File: config.mk
export PLATFORM = sky130hd
export DESIGN_NAME = scan_seq_ctrl
export DESIGN_NICKNAME = d
export VERILOG_FILES = /design/src/rtl/scan_seq_ctrl.sv
export SDC_FILE = /design/constraint.sdc
export NUM_CORES = 1
export LEC_CHECK = 0
export CAP_MARGIN = 20
export CORE_AREA = 2 2 67 69
export CTS_CLUSTER_SIZE = 25
export DETAILED_ROUTE_END_ITERATION = 12
export DIE_AREA = 0 0 69 71
export DONT_BUFFER_PORTS = 1
export GPL_TIMING_DRIVEN = 1
export PLACE_DENSITY_LB_ADDON = 0.25
export SYNTH_ARGS = -nofsm -noshare
export SYNTH_HDL_FRONTEND = slang
export SYNTH_SLANG_ARGS = --single-unit
File: constraint.sdc
create_clock -name clk -period 2.88 [get_ports clk]
set_input_delay 0.72 -clock clk [delete_from_list [all_inputs] [get_ports clk]]
set_output_delay 0.72 -clock clk [all_outputs]
set_load 0.03 [all_outputs]
File: src/rtl/scan_seq_ctrl.sv
`default_nettype none
// ============================================================================
// scan_seq_ctrl : frame-scan sequencer for a position generator and fetch port
// Revision: 1.0
// ============================================================================
module scan_seq_ctrl #(
  parameter int DIM_W   = 8,
  parameter int TIMEOUT = 16
) (
  input  logic               clk,
  input  logic               rst,
  input  logic               start,
  input  logic               abort,
  input  logic [DIM_W-1:0]   cfg_max_x,
  input  logic [DIM_W-1:0]   cfg_max_y,
  output logic [DIM_W-1:0]   max_x,
  output logic [DIM_W-1:0]   max_y,
  output logic               new_trans,
  output logic               update_pos,
  input  logic               end_pos,
  output logic               fetch_req,
  input  logic               fetch_ack,
  output logic               busy,
  output logic               done,
  output logic               err,
  output logic [2*DIM_W-1:0] pix_count
);

  localparam int                 TMO_W    = $clog2(TIMEOUT + 1);
  localparam logic [TMO_W-1:0]   TMO_LAST = TMO_W'(TIMEOUT - 1);
  localparam logic [TMO_W-1:0]   TMO_ONE  = TMO_W'(1);
  localparam logic [2*DIM_W-1:0] PIX_ONE  = (2*DIM_W)'(1);

  typedef enum logic [2:0] {
    IDLE    = 3'd0,
    INIT    = 3'd1,
    FETCH   = 3'd2,
    ADVANCE = 3'd3,
    DONE    = 3'd4
  } state_t;

  state_t             state_q;
  logic [DIM_W-1:0]   max_x_q;
  logic [DIM_W-1:0]   max_y_q;
  logic [2*DIM_W-1:0] pix_count_q;
  logic [2*DIM_W-1:0] pix_count_d;
  logic [TMO_W-1:0]   tmo_q;
  logic               new_trans_q;
  logic               update_pos_q;
  logic               fetch_req_q;
  logic               busy_q;
  logic               done_q;
  logic               err_q;
  logic               cfg_zero;
  logic               xfer;

  // The pixel counter sticks at all-ones instead of wrapping.
  assign pix_count_d = (&pix_count_q) ? pix_count_q : pix_count_q + PIX_ONE;
  assign cfg_zero    = (cfg_max_x == '0) || (cfg_max_y == '0);
  assign xfer        = fetch_req_q && fetch_ack;

  always_ff @(posedge clk) begin
    if (rst) begin
      state_q      <= IDLE;
      max_x_q      <= '0;
      max_y_q      <= '0;
      pix_count_q  <= '0;
      tmo_q        <= '0;
      new_trans_q  <= 1'b0;
      update_pos_q <= 1'b0;
      fetch_req_q  <= 1'b0;
      busy_q       <= 1'b0;
      done_q       <= 1'b0;
      err_q        <= 1'b0;
    end else begin
      new_trans_q  <= 1'b0;
      update_pos_q <= 1'b0;
      fetch_req_q  <= 1'b0;
      busy_q       <= 1'b0;
      done_q       <= 1'b0;
      err_q        <= 1'b0;
      case (state_q)
        IDLE: begin
          if (start && !abort) begin
            if (cfg_zero) begin
              err_q <= 1'b1;
            end else begin
              max_x_q     <= cfg_max_x;
              max_y_q     <= cfg_max_y;
              pix_count_q <= '0;
              state_q     <= INIT;
              new_trans_q <= 1'b1;
              busy_q      <= 1'b1;
            end
          end
        end
        INIT: begin
          if (abort) begin
            state_q <= IDLE;
          end else begin
            state_q     <= FETCH;
            tmo_q       <= '0;
            fetch_req_q <= 1'b1;
            busy_q      <= 1'b1;
          end
        end
        FETCH: begin
          if (xfer) begin
            pix_count_q <= pix_count_d;
            if (abort) begin
              state_q <= IDLE;
            end else if (end_pos) begin
              state_q <= DONE;
              done_q  <= 1'b1;
              busy_q  <= 1'b1;
            end else begin
              state_q      <= ADVANCE;
              update_pos_q <= 1'b1;
              busy_q       <= 1'b1;
            end
          end else if (abort) begin
            state_q <= IDLE;
          end else if (tmo_q == TMO_LAST) begin
            // This cycle is the last unacknowledged one the port may wait.
            state_q <= IDLE;
            err_q   <= 1'b1;
          end else begin
            tmo_q       <= tmo_q + TMO_ONE;
            fetch_req_q <= 1'b1;
            busy_q      <= 1'b1;
          end
        end
        ADVANCE: begin
          if (abort) begin
            state_q <= IDLE;
          end else begin
            state_q     <= FETCH;
            tmo_q       <= '0;
            fetch_req_q <= 1'b1;
            busy_q      <= 1'b1;
          end
        end
        DONE: begin
          state_q <= IDLE;
        end
        default: begin
          state_q <= IDLE;
        end
      endcase
    end
  end

  assign max_x      = max_x_q;
  assign max_y      = max_y_q;
  assign new_trans  = new_trans_q;
  assign update_pos = update_pos_q;
  assign fetch_req  = fetch_req_q;
  assign busy       = busy_q;
  assign done       = done_q;
  assign err        = err_q;
  assign pix_count  = pix_count_q;

endmodule
`default_nettype wire

# After elaboration in Yosys (flattened, before gate mapping)
# Index checks and enable logic that the tools add are counted.
# Widths: inputs -> output; s select.
# word_totals
word_cells,83
output_inout_bits,38
regBits,46
# op_classes
bitwise_logic,4
n_eq_ne,13
n_reduce_logical,17
addsub,2
muxes,36
# ops
operator,count
$mux 16,4
$pmux 16 s2,1
$mux 3,7
$mux 5,4
$add 16x1->16 const B,1
$logic_not 8->1,2
$ne 2x2->1 const B,8
$reduce_and 16->1,1
$mux 1,14
$pmux 5 s2,1
$reduce_and 5->1,2
$pmux 3 s3,1
$eq 3x2->1 const B,2
$reduce_and 3->1,2
$add 5x1->5 const B,1
$eq 5x4->1 const B,1
$ne 4x4->1 const B,1
$not 1->1,4
$pmux 1 s2,2
$reduce_bool 2->1,2
$reduce_or 2->1,2
$reduce_or 4->1,1
$eq 3x1->1 const B,1
$logic_not 3->1,1
5 further kinds,6

# Depth between registers and ports, before layout
# depth
depth_word,5
ltp_mapped,8
ltp_nobuf,8

# Worst setup path before layout
# Ideal clock, no wire load.
# synth_timing
path_type,register -> register
start,reg tmo_q[0]
end,reg tmo_q[3]
stages_incl_launch_ff,9
slack_ps,652
arrival_ps,2113
period_less_slack_ps,2228
path_cell_list,dfxtp_1 > ha_1 > and3_1 > ha_1 > or4b_1 > a221oi_2 > nand4_1 > xor2_1 > nor2_1
# synth_via
elab_chain_cells,5
word_cells_on_any_way,8
cone_classes,1 x add/sub; 2 x eq/ne; 4 x mux; 1 x reduce/logical
# synth_lines
element,line_no,rtl
"start, declared",47,logic [TMO_W-1:0] tmo_q;
"start signal, assigned",128,tmo_q <= tmo_q + TMO_ONE;
$add 5x1->5,128,
$mux 5,123,end else if (tmo_q == TMO_LAST) begin
$mux 5,121,end else if (abort) begin
$mux 5,108,if (xfer) begin
$pmux 5 s2,82,case (state_q)
# Parallel ways exist; a longest one is shown, timed or not. The select of a mux whose other input is x is not followed.
# A chain may end at the register's enable or synchronous reset.

# Worst setup path after layout
# Same ends and word-level chain as after synthesis.

==> summary.md <==
| Metric | Value |
|---|---|
| Outcome | finished, final reports clean |
| Initial antenna violation count | 0 |
| Slowest cell on crit path | a221oi_2 |
| Synthesized instance count | 243 |
| Commonest non-fill, non-tap cells in the layout | dfxtp_1, nor2_1, mux2i_1 |
| Clock-pin slew on the worst setup and hold paths | 0.08 ns |
| Gp weighted congestion | 0.814 |
| Post-route setup TNS | 0 ns |
| Via count | 1852 |
| DRT Pass-1 Iters | 4 |
| PortBufs | 0 |
| Count of cells resized by post-cts repair | 0 |
| CTS sink cnt | 46 |
| Worst hold-check path type | primary input to flip-flop |
| Clk_lat worst skew | 0.30 ns |
| CTS tree | built |
| Ys async rst share | 0 |
| DIE AREA | 4900 um2 |
| Die width | 69 um |
| Largest delay share family, worst path | simple AND/OR/NAND/NOR gates |
| EDFF count, synth | 0 |
| Hold path start | abort |
| Yosys warns | 0 |
| Fin crit period | 2.41 ns |
| Power Dens Cells | 475 nW/um2 |
| Initial Util | 0.532 |
| Leak Pwr | 0.931 nW |
| Vias in the first global route | 1785 |
| Synthesis-to-layout area growth | 6.93% |
| Synth cell types | 46 |
| Fin nets | 270 |
| Fin crit share | 0.838 |
| Placed Area | 2300 um2 |
| Ports | 60 |
| Synth Flop Type | dfxtp_1 |
| Slew HR | 0.633 |
| # Post-CTS Setup Buffers | 0 |
| DR iter-0 viols | 141 |
| H-tree levels | 2 |
| Post-DRT Antenna Nets | 0 |
| CP required | 3.08 ns |
| Critical path, cell by cell | ha_1 > and3_1 > ha_1 > or4b_1 > a221oi_2 > nand4_1 > xor2_1 > nor2_1 |
| Synthesized area per cell | 9.21 um2 |
| Pre-CTS setup slack | 0.474 ns |
| Worst Setup End Kind | flip-flop |
| Hold EP | state_q[0]$_SDFFE_PP0P_ |
| Max VDD drop | 0.332 mV |
| Endpoints failing setup | 0 |
| GR Overflow Total | 0 |
| Final core occ | 0.569 |
| Final hold viol count | 0 |
| Max-slew violation count | 0 |
| Wire per inst | 16.0 um |
| Max Fclk | 414 MHz |
| Worst Setup Start Kind | flip-flop |
| Worst R2R Path Depth | 8 |
| Vias/cell | 6.24 |
| Reg-to-reg startpoint | tmo_q[0]$_SDFFE_PP0P_ |
| Worst hold slack | 0.487 ns |
| Gr usage total | 0.203 |
| Cts bufs inserted | 5 |
| Leading cell type in the layout, fill and taps excluded | dfxtp_1 |
| Clock Skews | 0.00617 ns |
| Share of layout cells above drive strength 1 | 0.135 |
| Crit path from | tmo_q[0]$_SDFFE_PP0P_ |
| R2r setup slk | 0.47 ns |
| CP bufs+invs | 0 |
| Post-synth net total | 269 |
| Pin count of the biggest net entering global routing | 40 |
| DRT Wirelength | 4740 um |
| Worst Max-Slew Pin Slew | 0.549 ns |
| Max_cap viols | 0 |
| RR Endpoint | tmo_q[3]$_SDFFE_PP0P_ |
| # DRC | 0 |
| Worst setup path class | flip-flop to flip-flop |
| RSZ-0062 raised after global routing | false |
| First-pass GRT wire length | 8120 um |
| Max stage delay on crit path | 0.50 ns |
| Final instance area | 2390 um2 |
| Hold Crit Depth | 1 |
| Final worst setup slack | 0.467 ns |
| Die Ht | 71 um |
| N_diodes | 0 |
| Worst path most repeated cell | ha_1 |
| CORE AREA | 4200 um2 |
| Clock tree buffer depth | 2 |
| Std-Cell Rows | 24 |
| Post-DP HPWL | 3460 um |
| Synth Register Bits | 46 |
| Root buffer cell | clkbuf_8 |
| Maximum fanout along the worst path | 7 |
| Sequential area share after synthesis | 0.412 |
| Hold_buf cts | 0 |
| WP data arrival | 2.61 ns |
| Netlist Area Pre-Place | 2240 um2 |
-- worst register-to-register path: stages, from the launching register on --
cell and delay, ns:
dfxtp_1 0.34, ha_1 0.21, and3_1 0.20, ha_1 0.20
or4b_1 0.49, a221oi_2 0.50, nand4_1 0.18, xor2_1 0.15
nor2_1 0.05
-- power breakdown --
group | switching [mW] | internal [mW]
Clock | 0.212 | 0.171
Sequential | 0.0367 | 0.651
Combinational | 0.0355 | 0.0291
Total | 0.284 | 0.851
-- state kept, by name (all words and copies together), names as in the netlist --
name        cells
pix_count      16
max_x           8
max_y           8
tmo_q           5
state_q         3
busy            1
done            1
err             1
fetch_req       1
new_trans       1
update_pos      1
-- cell families after synthesis --
group,Yosys count,share of synthesized area
and+or+nand+nor,102,0.243
buffers and inverters,22,0.0425
AOI/OAI and AO/OA,50,0.197
DFF,46,0.412
adders and majority gates,4,0.0224
muxes,16,0.0716
xor gates and xnor gates,3,0.0117
-- worst max-delay path by stage --
stage / end / slack [ns] / cells after the start
floorplan: tmo_q[3]$_SDFFE_PP0P_ / 0.65 / 8
detailed placement: tmo_q[3]$_SDFFE_PP0P_ / 0.47 / 8
CTS: tmo_q[3]$_SDFFE_PP0P_ / 0.46 / 8
finish: tmo_q[3]$_SDFFE_PP0P_ / 0.47 / 8
global route: tmo_q[3]$_SDFFE_PP0P_ / 0.31 / 8
global placement: pix_count[3]$_SDFFE_PP0P_ / 0.54 / 5
-- metal layers --
metal | GRT usage | up-vias | routed length [um]
met5 | 0 | - | 0
met4 | 0.0784 | 0 | 86
met3 | 0.0627 | 10 | 318
met2 | 0.353 | 57 | 2310
met1 | 0.234 | 870 | 2020
li1 | - | 915 | -
-- final cells by class --
| class | count | area, um2 |
|---|---|---|
| multi-input combinational | 175 | 1220 |
| inverter | 6 | 22.5 |
| tap | 52 | 65.1 |
| sequential | 46 | 921 |
| clock buffer | 5 | 68.8 |
| clock inverter | 3 | 18.8 |
| timing repair buffer | 10 | 75.1 |
| fill | 402 | 1810 |
-- synth_stat cells, drive strengths merged, types with 2 or more instances --
master	count	area share
nor4	9	0.025
nor2	34	0.057
and2	4	0.011
a31oi	4	0.018
nor4b	4	0.018
xor2	2	0.0078
or2	2	0.0056
nand2	14	0.023
o41ai	8	0.055
buf	5	0.014
mux2i	16	0.072
nand4	9	0.025
or3	3	0.011
nand2b	3	0.0084
nor3	2	0.0045
inv	6	0.010
clkbuf	11	0.018
ha	4	0.022
a211oi	2	0.0067
and3	4	0.011
a41oi	2	0.0078
a21oi	7	0.016
nand3	10	0.022
dfxtp	46	0.41
o21ai	8	0.018
o311ai	11	0.043
-- through the flow --
stage | total power [mW] | cells
2_1_floorplan | 0.765 | 243
3_5_place_dp | 0.768 | 289
3_3_place_gp | 0.767 | 289
4_1_cts | 1.16 | 297
5_1_grt | 1.18 | 297
6_report | 1.14 | 297
Note: power is estimated with default switching activity, not from simulation.
